$ cat src/rtl/decode_scoreboard.sv
// Decode-stage issue gate: one-entry holding register plus per-register
// pending-write scoreboard that blocks RAW hazards and counter overflow.
module decode_scoreboard #(
  parameter int NR_REGS    = 16,
  parameter int CNT_W      = 2,
  parameter int KILL_PORTS = 2,
  parameter int PAYLOAD_W  = 209
) (
  input  logic                    clock,
  input  logic                    reset,
  input  logic                    in_valid,
  output logic                    in_ready,
  input  logic [PAYLOAD_W-1:0]    in_payload,
  input  logic [4:0]              in_rs1,
  input  logic [4:0]              in_rs2,
  input  logic                    in_rs1_used,
  input  logic                    in_rs2_used,
  input  logic [4:0]              in_rd,
  input  logic                    in_rd_we,
  output logic                    out_valid,
  input  logic                    out_ready,
  output logic [PAYLOAD_W-1:0]    out_payload,
  output logic [4:0]              out_rd,
  output logic                    out_rd_we,
  input  logic                    wb_valid,
  input  logic [4:0]              wb_rd,
  input  logic [KILL_PORTS-1:0]   kill_valid,
  input  logic [5*KILL_PORTS-1:0] kill_rd,
  input  logic                    flush,
  output logic                    raw_stall,
  output logic [31:0]             stall_cycles,
  output logic                    err
);

  localparam int IW = $clog2(NR_REGS);
  localparam int SW = CNT_W + $clog2(KILL_PORTS + 2) + 1;
  localparam logic [4:0] MSK = 5'(NR_REGS - 1);
  localparam logic [CNT_W-1:0] MAX = '1;

  logic                 hold_valid;
  logic [PAYLOAD_W-1:0] h_payload;
  logic [IW-1:0]        h_rs1;
  logic [IW-1:0]        h_rs2;
  logic                 h_rs1_used;
  logic                 h_rs2_used;
  logic [4:0]           h_rd;
  logic                 h_rd_we;

  logic [CNT_W-1:0] cnt     [NR_REGS];
  logic [CNT_W-1:0] cnt_nxt [NR_REGS];
  logic [NR_REGS-1:0] uflow;

  logic [IW-1:0] rd_i;
  logic [IW-1:0] wb_i;
  logic          haz;
  logic          fire;
  logic          take;

  assign rd_i = IW'(h_rd & MSK);
  assign wb_i = IW'(wb_rd & MSK);

  always_comb begin
    haz = 1'b0;
    if (h_rs1_used && h_rs1 != '0 && cnt[h_rs1] != '0)
      haz = 1'b1;
    if (h_rs2_used && h_rs2 != '0 && cnt[h_rs2] != '0)
      haz = 1'b1;
    if (h_rd_we && rd_i != '0 && cnt[rd_i] == MAX)
      haz = 1'b1;
  end

  assign out_valid   = hold_valid & ~haz & ~flush;
  assign raw_stall   = hold_valid & haz & ~flush;
  assign fire        = out_valid & out_ready;
  assign in_ready    = ~hold_valid | fire;
  assign take        = in_valid & in_ready & ~flush;
  assign out_payload = h_payload;
  assign out_rd      = h_rd;
  assign out_rd_we   = h_rd_we;

  // Issue, writeback and every kill port net together per register.
  always_comb begin
    logic [SW-1:0] up;
    logic [SW-1:0] dn;
    up    = '0;
    dn    = '0;
    uflow = '0;
    for (int r = 0; r < NR_REGS; r++) begin
      cnt_nxt[r] = '0;
      up = SW'(cnt[r]);
      up = up + SW'(fire && h_rd_we && rd_i == IW'(r));
      dn = SW'(wb_valid && wb_i == IW'(r));
      for (int k = 0; k < KILL_PORTS; k++)
        dn = dn + SW'(kill_valid[k] &&
               IW'(kill_rd[5*k +: 5] & MSK) == IW'(r));
      if (r != 0) begin
        if (up < dn)
          uflow[r] = 1'b1;
        else
          cnt_nxt[r] = CNT_W'(up - dn);
      end
    end
  end

  always_ff @(posedge clock) begin
    if (reset) begin
      hold_valid   <= 1'b0;
      stall_cycles <= '0;
      err          <= 1'b0;
      for (int r = 0; r < NR_REGS; r++)
        cnt[r] <= '0;
    end else begin
      if (flush)
        hold_valid <= 1'b0;
      else if (take)
        hold_valid <= 1'b1;
      else if (fire)
        hold_valid <= 1'b0;
      if (raw_stall)
        stall_cycles <= stall_cycles + 32'd1;
      if (|uflow)
        err <= 1'b1;
      for (int r = 0; r < NR_REGS; r++)
        cnt[r] <= cnt_nxt[r];
    end
  end

  // Bundle fields are don't-care while empty, so they carry no reset.
  always_ff @(posedge clock) begin
    if (take) begin
      h_payload  <= in_payload;
      h_rs1      <= IW'(in_rs1 & MSK);
      h_rs2      <= IW'(in_rs2 & MSK);
      h_rs1_used <= in_rs1_used;
      h_rs2_used <= in_rs2_used;
      h_rd       <= in_rd;
      h_rd_we    <= in_rd_we;
    end
  end

endmodule

$ cat config.mk
export PLATFORM = sky130hd
export DESIGN_NAME = decode_scoreboard
export DESIGN_NICKNAME = d
export VERILOG_FILES = /design/src/rtl/decode_scoreboard.sv
export SDC_FILE = /design/constraint.sdc
export NUM_CORES = 1
export LEC_CHECK = 0
export CORE_AREA = 5 5 193 195
export CTS_CLUSTER_DIAMETER = 60
export CTS_CLUSTER_SIZE = 10
export DETAILED_ROUTE_END_ITERATION = 8
export DIE_AREA = 0 0 198 200
export PLACE_DENSITY = 0.67
export REMOVE_ABC_BUFFERS = 1
export SLEW_MARGIN = 10
export SYNTH_ARGS = -nofsm -noshare
export SYNTH_HDL_FRONTEND = slang
export SYNTH_SLANG_ARGS = --single-unit
$ cat constraint.sdc
create_clock -name clock -period 15.9 [get_ports clock]
set_input_delay 3.18 -clock clock [delete_from_list [all_inputs] [get_ports clock]]
set_output_delay 3.18 -clock clock [all_outputs]
set_load 0.01 [all_outputs]
Yosys cells after proc, flatten, opt, wreduce, memory -nomap -nowiden
Memory sizes are Yosys's and may differ from the RTL's. A register that Yosys moved wholly into a read port is not among the register bits.
Index checks and enable logic that the tools add are counted.
{ "totals": {"out_inout_bits": 251, "wordCells": 307, "reg_bits": 259, "mem_bits_rw": 32, "memories": 1, "in_bits": 250} }
{ "op_classes": {"n_eq_ne": 61, "bitwise": 27, "mux": 57, "n_addsub": 61, "reduce_logical": 75, "order_cmp": 15} }
{ "mem_list": {"columns": ["memory", "depth", "width", "read_ports", "rd_ports_with_merged_regs", "write_ports", "line_no", "source"], "rows": [
  ["cnt", 16, 2, 18, 3, 16, "49", "logic [CNT_W-1:0] cnt [NR_REGS];"]
]} }
{ "ops": {"columns": ["operator", "count"], "rows": [
  ["$eq A4 B4 Y1 const B", 32],
  ["$add A2 B1 Y3", 30],
  ["$logic_and A1 B1 Y1", 67],
  ["$eq A4 B3 Y1 const B", 16],
  ["$mux W2", 31],
  ["$lt A3 B3 Y1", 15],
  ["$add A32 B1 Y32 const B", 1],
  ["$eq A4 B2 Y1 const B", 8],
  ["$add A1 B1 Y2", 15],
  ["$sub A2 B2 Y2", 15],
  ["$mux W1", 23],
  ["$or A1 B1 Y1", 17],
  ["$eq A4 B1 Y1 const B", 4],
  ["$reduce_or A15 Y1", 1],
  ["$mux W4", 3],
  ["$reduce_bool A4 Y1", 3],
  ["$and A1 B1 Y1", 7],
  ["$reduce_bool A2 Y1", 3],
  ["$not A1 Y1", 3],
  ["$eq A2 B2 Y1 const B", 1],
  ["$reduce_or A2 Y1", 1]
]} }

Logic depth before layout (Yosys ltp)
Gate-level depths: netlist of the first run.
{ "logic_depth": {"ltp_word": 16, "depth_mapped": 16, "depth_no_buf": 15} }

Least setup slack after synthesis of the first run
No wires, ideal clock.
{ "synth_timing": {"kind": "input to register", "startpoint": "in out_ready", "endpoint": "reg h_rs1[0] (enable)", "stages": 5, "slack_ps": 6982, "t_arrival_ps": 8342, "required_ps": 15323, "path_cell_list": "inv_1 -> o41ai_2 -> nand3b_1 -> buf_4 -> inv_1"} }
{ "synth_between": {"elab_chain_len": 4} }
{ "synth_lines": {"columns": ["item", "line_no", "source"], "rows": [
  ["from (decl)", "21", "input logic out_ready,"],
  ["$and A1 B1 Y1", "74", "assign fire = out_valid & out_ready;"],
  ["$or A1 B1 Y1", "75", "assign in_ready = ~hold_valid | fire;"],
  ["$and A1 B1 Y1 (2 in series)", "76", "assign take = in_valid & in_ready & ~flush;"],
  ["via take", "57", "logic take;"],
  ["to (signal assigned)", "132", "h_rs1 <= IW'(in_rs1 & MSK);"],
  ["to (decl)", "42", "logic [IW-1:0] h_rs1;"]
]} }
The timed path passes the listed nets, and every way through them passes these cells.
A chain may end at the register's enable or synchronous reset.

Final worst setup path of the first run
{ "layout_timing": {"startpoint": "in flush", "endpoint": "out raw_stall"} }
{ "layout_between": {"elab_chain_len": 2} }
{ "layout_lines": {"columns": ["item", "line_no", "source"], "rows": [
  ["from (decl)", "29", "input logic flush,"],
  ["$not A1 Y1", "73", "assign raw_stall = hold_valid & haz & ~flush;"],
  ["$and A1 B1 Y1", "73", null],
  ["to (decl)", "30", "output logic raw_stall,"]
]} }
No other way between the ends.

==> key figures, run 1 <==
Status
  – Status: finished, final reports clean

Finish
  – Commonest non-fill, non-tap cell in the layout: clkdlybuf4s50_1
  – Util after Layout: 53.95%
  – Fill cells: between 3k and 4k
  – Final instance area: roughly 19000 sq um
  – Ratio of cells with drive above 1 in the final layout: 6.362%
  – Final net count: 1703
  – P&R area growth vs syn: 53.97%
  – Most frequent cells in the layout: clkdlybuf4s50_1 (494), edfxtp_1 (225), nor2_1 (81)

Synth
  – Post-Syn Area: around 12000 sq um
  – Sequential fraction of the synthesis area: between 60% and 70%
  – Cells after Synth: around 860
  – Yosys cell types: 60
  – #FFs+latches synth: approximately 300
  – Ys flop type: edfxtp_1
  – Syn. warnings: 0
  – Syn_area_per_cell: between 10 and 15 sq um
  – Post-synth EDFFs: about 230
  – Synth async-reset ratio: 0%

Clock tree
  – CTS Root Cell: clkbuf_16
  – CTS H-tree lvls: 2
  – Postcts setup bufs: 0
  – Worst skew pair latency: around 0.52 ns
  – Post-cts gate resize count: 0
  – # hold bufs at CTS: 0
  – Clock Sinks: roughly 300
  – CTS tree: done
  – CTS Buffer Depth: 3
  – Clk pin slew, worst setup/hold paths: 0.05 ns
  – TritonCTS buffer count: 39

Routing
  – # DRC: 0
  – DRT iter0 DRCs: roughly 540
  – DR vias: 9267
  – WL/cell: roughly 25 um
  – Drt pass-1 iters: 5
  – DRT Wirelength: 47230 um
  – Final ANT Viol Nets: 0
  – Via-to-Cell Ratio: between 4 and 5

STA
  – Final worst-path cycle share: 52.66%
  – Final Setup Violations: 0
  – Final Hold Viols: 0
  – Final min period: between 8 and 9 ns
  – Final TNS setup: 0 ns
  – Setup ws final: about 7.5 ns
  – Max Clock Skew: ~0.03 ns
  – Max Slew Vio Count: 0
  – Worst slew margin: a little under a quarter
  – RSZ-0062 raised after global routing: false
  – Slew of the pin with the lowest slew margin: 1.141 ns
  – Maximum clock rate: ~120 MHz

Critical path
  – CP Capture Type: output port
  – Arr. time, crit path: 5.19 ns
  – Worst-path fanout max: 29
  – Register-to-Register Path Depth: 9
  – Required @ worst endpoint: ~13 ns
  – Type of origin of the critical path: input pin
  – Critical setup path kind: input pin to output port

Global routing
  – Gr usage total: between 20% and 30%
  – Vias in the first global route: 9307
  – First-pass GRT wire length: 64390 um
  – Initial antenna violation count: 6
  – Grt ovf: 0
  – Largest net degree at the start of global routing: around 140

Place
  – Routability congestion estimate: 0.9131
  – DP Worst Slack: between 7 and 8 ns
  – Area post-placement: between 15000 and 20000 sq um
  – Detail Placement HPWL: between 30000 and 40000 um
  – IO Port Bufs: between 400 and 500

Floorplan
  – DIE AREA: about 40000 sq um
  – Boundary pin count: around 500
  – Row cnt: 69
  – Die width: 198 um
  – Die H: approximately 200 um
  – Starting Density: between 30% and 40%
  – Core area: 35220 sq um

Worst hold path
  – Hold Crit Class: register to register
  – Number of cells on the worst hold path: 2

Pwr
  – Maximum VDD drop: 0.00007211 V
  – Total power: around 1.9 mW
  – Power per cell area: a little over 100 nW/um^2
  – Leakage: roughly 6.7 nW

Run
  – Max_cap viols: 0
logic make-up (layout without fill, tap and decap cells):
family                   Yosys count  in the layout  share of synthesized area (%)
flip-flops                       301            301                          67.07
AND/OR/NAND/NOR                  283            283                          12.56
AO/OA/AOI/OAI                    100            100                          5.698
adder cells (fa/ha/maj)           76             76                          9.530
buffers and inverters             65            607                          2.098
XOR/XNOR                          16             16                          1.135
multiplexers                      16             16                          1.906
other                              0              2                              0
report_power, final:
group          switching (mW)  leakage [nW]  internal, mW
clock                   0.324         0.560         0.491
combinational          0.0833          3.42         0.110
sequential             0.0194          2.72         0.882
registers in the layout, summed over array words and instances, names as in the netlist, named ones only:
register	count
hold_valid	1
h_rs1_used	1
out_payload	209
out_rd_we	1
h_rs2_used	1
cnt	30
stall_cycles	32
h_rs1	4
err	1
h_rs2	4
out_rd	5
layer usage:
metal	vias to the layer above	global-route usage, %	wire (um)
li1	4241	-	-
met4	8	4.922	999
met1	4532	29.13	19250
met5	-	0	48
met3	74	10.51	5487
met2	412	34.41	21440
cell type report:
cell class | count | area [sq um] | share of cell area, %
clock buffer | 56 | 1092 | 5.748
multi-input combinational | 491 | 3819 | 20.09
antenna | 2 | 5.005 | 0.02634
sequential | 301 | 8278 | 43.56
tap | 461 | 576.8 | 3.035
timing repair buffer | 499 | 4980 | 26.20
clock inverter | 7 | 76.32 | 0.4016
inverter | 45 | 176.4 | 0.9284
stage by stage:
stage,cells,hold slack (ns)
floorplan,837,0.4689
global placement,1797,0.4788
detailed placement,1797,0.4846
CTS,1860,0.4947
global route,1860,0.5322
finish,1862,0.4931
synthesized netlist by cell type (all sizes together) (18+ instances only):
| master | instances | area [sq um] |
|---|---|---|
| nor3b | 29 | 217.7 |
| nor2 | 81 | 304.0 |
| nand2 | 26 | 97.59 |
| a21oi | 37 | 185.2 |
| ha | 46 | 575.6 |
| dfxtp | 76 | 1521 |
| inv | 45 | 168.9 |
| nand4 | 18 | 112.6 |
| nor3 | 39 | 195.2 |
| edfxtp | 225 | 6756 |
| fa | 30 | 600.6 |
| o21ai | 19 | 95.09 |
final timing paths:
path / startpoint / endpoint / slack (ns)
setup / recovery: flush / raw_stall / 7.53
hold / removal: stall_cycles[30] / stall_cycles[30] / 0.49
setup reg to reg: register / out_payload[172] / 11.15
hold reg to reg: stall_cycles[30] / stall_cycles[30] / 0.49
worst max-delay path, cell delays in order:
cell and delay (ns):
clkdlybuf4s50_1 0.47, nor2b_1 0.41, o31ai_4 0.12, buf_4 0.25
inv_1 0.17, clkdlybuf4s50_1 0.57
Note: power is estimated with default switching activity, not from simulation.
==> inputs of run 2 (changes only) <==
==> constraint.sdc (replaced) <==
create_clock -name clock -period 8.2 [get_ports clock]
set_input_delay 1.64 -clock clock [delete_from_list [all_inputs] [get_ports clock]]
set_output_delay 1.64 -clock clock [all_outputs]
set_load 0.01 [all_outputs]
==> run 2 against run 1 <==
Routed wire length hardly changed. Core utilization is 0.19 points lower. Register-to-register slack worse by 7.6 ns. Sequential share of layout area is 0.16 points higher. Die area stayed put. Count of clock-buffer cells in the layout is 7 lower. Setup slack worse by 4.5 ns. Combinational power is 94% higher. Highest routed layer unchanged.
==> key figures, run 2 (same netlist as run 1, synthesis figures left out) <==
STA
  – RSZ-0062 raised after global routing: false (unchanged)
  – Maximum clock rate: approximately 190 MHz
  – Final Setup Violations: 0 (unchanged)
  – Max Clock Skew: 0.02926 ns (was 0.02997 ns)
  – Final TNS setup: 0 ns (unchanged)
  – Slew of the pin with the lowest slew margin: 1.036 ns (was 1.141 ns)
  – Final Hold Viols: 0 (unchanged)
  – Max Slew Vio Count: 0 (unchanged)
  – Worst slew margin: 30.95% (was 23.92%)
  – Final worst-path cycle share: roughly 64%
  – Final min period: 5.217 ns
  – Setup ws final: 2.983 ns (was 7.527 ns)

Pwr
  – Sw Ratio: 22.68% (was 22.32%)
  – Sw Pwr: 0.8187 mW (was 0.4264 mW)
  – Comb pwr share: 10.4% (was 10.1%)
  – Maximum VDD drop: 0.0001725 V (was 0.00007211 V)
  – Leakage: 6.670 nW (was 6.698 nW)
  – Part of the power in registers: 48.4% (was 47.2%)
  – Internal power: 2.792 mW (was 1.484 mW)
  – Power per cell area: 190.7 nW/um^2 (was 100.5 nW/um^2)
  – Clock share of power: 41.2% (was 42.7%)

Clock tree
  – Postcts setup bufs: 0 (unchanged)
  – CTS Buffer Depth: 3 (unchanged)
  – CTS H-tree lvls: 2 (unchanged)
  – TritonCTS buffer count: 38 (was 39)
  – CTS Root Cell: clkbuf_16 (unchanged)
  – Worst skew pair latency: 0.53 ns (was 0.52 ns)
  – Clk pin slew, worst setup/hold paths: 0.06 ns (was 0.05 ns)
  – Clock Sinks: 301 (unchanged)
  – Post-cts gate resize count: 0 (unchanged)
  – # hold bufs at CTS: 0 (unchanged)
  – CTS tree: done (unchanged)

Place
  – IO Port Bufs: 495 (unchanged)
  – Detail Placement HPWL: 37620 um (was 37270 um)
  – Routability congestion estimate: 0.8652 (was 0.9131)
  – DP Worst Slack: 3.135 ns (was 7.542 ns)

Worst hold path
  – Hold Crit Class: register to register (unchanged)
  – Number of cells on the worst hold path: 2 (unchanged)

Routing
  – Via-to-Cell Ratio: 4.981 (was 4.977)
  – DRT Wirelength: 47280 um (was 47230 um)
  – WL/cell: 25.43 um (was 25.37 um)
  – DRT iter0 DRCs: 550 (was 541)
  – DR vias: 9260 (was 9267)
  – Final ANT Viol Nets: 0 (unchanged)
  – # DRC: 0 (unchanged)
  – Drt pass-1 iters: 5 (unchanged)

Run
  – Max_cap viols: 0 (unchanged)

Critical path
  – CP Capture Type: output port (unchanged)
  – Required @ worst endpoint: 6.56 ns (was 12.72 ns)
  – Type of origin of the critical path: register (was input pin)
  – Arr. time, crit path: 3.58 ns (was 5.19 ns)
  – Worst-path fanout max: 14 (was 29)
  – Critical setup path kind: register to output port (was input pin to output port)
  – Register-to-Register Path Depth: 14 (was 9)

Floorplan
  – Boundary pin count: 501 (unchanged)
  – Core area: 35220 sq um (unchanged)
  – Die H: 200 um (unchanged)
  – DIE AREA: 39600 sq um (unchanged)
  – Row cnt: 69 (unchanged)
  – Starting Density: 35.04% (unchanged)
  – Die width: 198 um (unchanged)

Finish
  – Most frequent cells in the layout: clkdlybuf4s50_1 (494), edfxtp_1 (225), nor2_1 (81) (unchanged)
  – Commonest non-fill, non-tap cell in the layout: clkdlybuf4s50_1 (unchanged)
  – Final net count: 1704 (was 1703)
  – Ratio of cells with drive above 1 in the final layout: 6.237% (was 6.362%)
  – Max FFs per register: 209 (unchanged)
  – P&R area growth vs syn: 53.43% (was 53.97%)

Global routing
  – Largest net degree at the start of global routing: 140 (was 138)
  – Gr usage total: 22.32% (was 22.35%)
  – Vias in the first global route: 9283 (was 9307)
  – Grt ovf: 0 (unchanged)
  – First-pass GRT wire length: 63910 um (was 64390 um)
  – Initial antenna violation count: 16 (was 6)

Status
  – Status: finished, final reports clean (unchanged)
## run 2: critical path: stages (launching register included)
cell and delay [ns]:
dfxtp_1 0.64, a31oi_1 0.16, a2111oi_0 0.59, a2111oi_0 0.23
a311oi_4 0.56, o31ai_4 0.15, inv_1 0.16, clkdlybuf4s50_1 0.57
## run 2: per-layer routing
metal	track usage, %	wire [um]
met2	35.56	21910
met4	4.132	829
met3	10.84	5622
met1	28.16	18850
met5	0	69
## run 2: metrics by stage
step / hold WS, ns / std cells / utilization [%] / area [sq um] / total power, mW
after floorplan: 0.4689 / 837 / - / 12250 / 1.886
after global placement: 0.4780 / 1799 / 50.66 / 17840 / 2.148
after detailed placement: 0.4854 / 1799 / 50.66 / 17840 / 2.153
after CTS: 0.4933 / 1856 / 53.74 / 18930 / 3.647
after global routing: 0.5141 / 1857 / 53.74 / 18930 / 3.743
final: 0.4931 / 1859 / 53.76 / 18940 / 3.611
## run 2: layout make-up
cell class | instances | area [sq um]
fillers | 3040 | 16290
flip-flops and latches | 301 | 8278
repair buffers | 501 | 4995
multi-input cells | 491 | 3819
clock buffers | 49 | 1013
well taps | 461 | 576.8
inverters | 45 | 176.4
clock inverters | 8 | 70.07
diodes | 3 | 7.507
## run 2: final timing paths
check                    from               end  slack (ns)
min          stall_cycles[30]  stall_cycles[30]        0.49
min reg2reg  stall_cycles[30]  stall_cycles[30]        0.49
max reg2reg          register               err        3.57
max                  register         raw_stall        2.98
## run 2: power groups by stage
| stage | Sequential (mW) | Combinational [mW] | Clock, mW |
|---|---|---|---|
| final | 1.75 | 0.376 | 1.49 |
| after global routing | 1.75 | 0.399 | 1.59 |
| after CTS | 1.75 | 0.379 | 1.52 |
| after detailed placement | 1.78 | 0.376 | 0 |
| after global placement | 1.78 | 0.372 | 0 |
| after floorplan | 1.80 | 0.0855 | 0 |
==> inputs of run 3 (changes only) <==
==> constraint.sdc (replaced) <==
create_clock -name clock -period 5.32 [get_ports clock]
set_input_delay 1.064 -clock clock [delete_from_list [all_inputs] [get_ports clock]]
set_output_delay 1.064 -clock clock [all_outputs]
set_load 0.01 [all_outputs]
==> run 3 against run 2 <==
Die area is the same. Clock skew decreased by 0.013 ns. First-iteration DRC count up 17%. Hold slack got worse by 0.0023 ns. Via count down 0.18%. Routed wire length about the same. Sequential share of layout area is 0.20 points lower. Final cell count is 0.43% higher. Power up 56%. Combinational power increased by 55%. Clock power increased by 59%. Highest routed layer unchanged.
==> key figures, run 3 (same netlist as run 1, synthesis figures left out) <==
Critical path
  – Type of origin of the critical path: register (unchanged)
  – Worst-path cell chain: and2_0, a2111oi_0, a2111oi_0, a311oi_4, nor4_1, nand4b_1, nor3_1, ha_1, fa_1, nor3b_1, nor2_1, nor4_1, and4_1, nor2_1 (was a31oi_1, a2111oi_0, a2111oi_0, a311oi_4, o31ai_4, inv_1, clkdlybuf4s50_1)
  – Slowest stage delay, CP: 0.70 ns (was 0.64 ns)
  – Critical setup path kind: register to register (was register to output port)
  – CP Capture Type: register (was output port)
  – Required @ worst endpoint: 5.69 ns (was 6.56 ns)
  – Worst-path fanout max: 14 (unchanged)
  – Arr. time, crit path: 4.85 ns (was 3.58 ns)
  – Slowest stage cell on the critical path: a2111oi_0 (was dfxtp_1)

Clock tree
  – Clk pin slew, worst setup/hold paths: 0.06 ns (about the same)
  – Postcts setup bufs: 0 (unchanged)
  – Post-cts gate resize count: 0 (unchanged)
  – # hold bufs at CTS: 0 (unchanged)
  – CTS Root Cell: clkbuf_16 (unchanged)
  – TritonCTS buffer count: 38 (unchanged)
  – Clock Sinks: 301 (unchanged)
  – Worst skew pair latency: 0.52 ns (was 0.53 ns)
  – CTS H-tree lvls: 2 (unchanged)
  – CTS tree: done (unchanged)
  – CTS Buffer Depth: 3 (unchanged)

Finish
  – Ratio of cells with drive above 1 in the final layout: 6.486% (was 6.237%)
  – Fill cells: 2960 (was 3040)
  – Final net count: 1707 (was 1704)
  – P&R area growth vs syn: 54.13% (was 53.43%)
  – Area of the multi-input gates: 3819 sq um (unchanged)
  – Commonest non-fill, non-tap cell in the layout: clkdlybuf4s50_1 (unchanged)
  – Max FFs per register: 209 (unchanged)
  – Sequential cell area: 8278 sq um (unchanged)
  – Most frequent cells in the layout: clkdlybuf4s50_1 (494), edfxtp_1 (225), nor2_1 (81) (unchanged)
  – Final instance area: 19020 sq um (was 18940 sq um)

Routing
  – DRT Wirelength: 47310 um (was 47280 um)
  – DR vias: 9243 (was 9260)
  – # DRC: 0 (unchanged)
  – Drt pass-1 iters: 5 (unchanged)
  – WL/cell: 25.34 um (was 25.43 um)
  – Via-to-Cell Ratio: 4.951 (was 4.981)
  – DRT iter0 DRCs: 642 (was 550)
  – Final ANT Viol Nets: 0 (unchanged)

STA
  – Final worst-path cycle share: between 80 and 90%
  – Final Hold Viols: 0 (unchanged)
  – Max Slew Vio Count: 0 (unchanged)
  – Worst hold slack: 0.4908 ns (was 0.4931 ns)
  – Final Setup Violations: 0 (unchanged)
  – Final min period: approximately 4.5 ns
  – Slew of the pin with the lowest slew margin: 1.005 ns (was 1.036 ns)
  – Worst slew margin: 32.90% (was 30.95%)
  – RSZ-0062 raised after global routing: false (unchanged)
  – Max Clock Skew: 0.01585 ns (was 0.02926 ns)
  – Maximum clock rate: around 220 MHz

Status
  – Status: finished, final reports clean (unchanged)

Floorplan
  – Core area: 35220 sq um (unchanged)
  – DIE AREA: 39600 sq um (unchanged)
  – Row cnt: 69 (unchanged)
  – Boundary pin count: 501 (unchanged)
  – Die width: 198 um (unchanged)
  – Die H: 200 um (unchanged)
  – Starting Density: 35.04% (unchanged)

Place
  – Area post-placement: 17880 sq um (was 17840 sq um)
  – IO Port Bufs: 495 (unchanged)
  – Detail Placement HPWL: 37740 um (was 37620 um)
  – Routability congestion estimate: 0.8747 (was 0.8652)

Worst hold path
  – Hold Crit Class: register to register (unchanged)

Pwr
  – Leakage: 6.715 nW (was 6.670 nW)
  – Power per cell area: 296.9 nW/um^2 (was 190.7 nW/um^2)
  – Maximum VDD drop: 0.0002097 V (was 0.0001725 V)
  – Total power: 5.648 mW (was 3.611 mW)

Global routing
  – Grt ovf: 0 (unchanged)
  – First-pass GRT wire length: 64500 um (was 63910 um)
  – Gr usage total: 22.41% (was 22.32%)
  – Vias in the first global route: 9244 (was 9283)
  – Largest net degree at the start of global routing: 94 (was 140)
  – Initial antenna violation count: 7 (was 16)

Run
  – Max_cap viols: 0 (unchanged)
-- run 3: changes by cell type in the layout (fill, tap and decap cells not counted) --
cell / before / now
clkbuf_8: 0 / 1
clkinv_1: 2 / 1
bufinv_16: 0 / 1
buf_4: 6 / 8
buf_12: 0 / 1
clkbuf_1: 10 / 15
clkinvlp_4: 1 / 0
-- run 3: path summary, 6_finish.rpt --
| path | startpoint | end | slack (ns) | depth (start not counted) |
|---|---|---|---|---|
| min reg2reg | stall_cycles[30] | stall_cycles[30] | 0.49 | 2 |
| max | register | err | 0.84 | 14 |
| min | stall_cycles[30] | stall_cycles[30] | 0.49 | 2 |
| max reg2reg | register | err | 0.84 | 14 |
-- run 3: metrics by stage --
step / setup TNS, ns / instances / setup WS [ns] / util (%)
after floorplan: -469.67 / 837 / -2.087 / -
after global placement: 0 / 1802 / 0.8519 / 50.76
after detailed placement: 0 / 1802 / 0.8191 / 50.76
after CTS: 0 / 1864 / 0.8083 / 53.98
after global routing: 0 / 1865 / 0.5150 / 53.99
final: 0 / 1867 / 0.8383 / 54.00
-- run 3: critical path: cells and delay by family (launching register included) --
| family | cells | cell delay (ns) |
|---|---|---|
| fa+ha+maj | 2 | 0.45 |
| flops | 1 | 0.61 |
| simple gates | 9 | 2.29 |
| compound gates | 3 | 0.99 |
-- run 3: layer usage --
| metal | global-route usage, % | up-vias | wire (um) |
|---|---|---|---|
| met5 | 0 | - | 63 |
| met4 | 4.234 | 8 | 772 |
| met3 | 12.10 | 57 | 6016 |
| met2 | 34.95 | 411 | 21920 |
| met1 | 28.10 | 4522 | 18540 |
| li1 | - | 4245 | - |
-- run 3: layout make-up --
cell class / instances / share of cell area, %
diodes: 3 / 0.03947
clock buffers: 55 / 5.499
clock inverters: 7 / 0.4670
inverters: 45 / 0.9274
multi-input cells: 491 / 20.07
flip-flops and latches: 301 / 43.52
well taps: 461 / 3.032
repair buffers: 504 / 26.44
-- run 3: where the power goes --
part | internal (mW) | switching [mW]
registers | 2.63 | 0.0561
logic | 0.334 | 0.251
clock network | 1.41 | 0.959
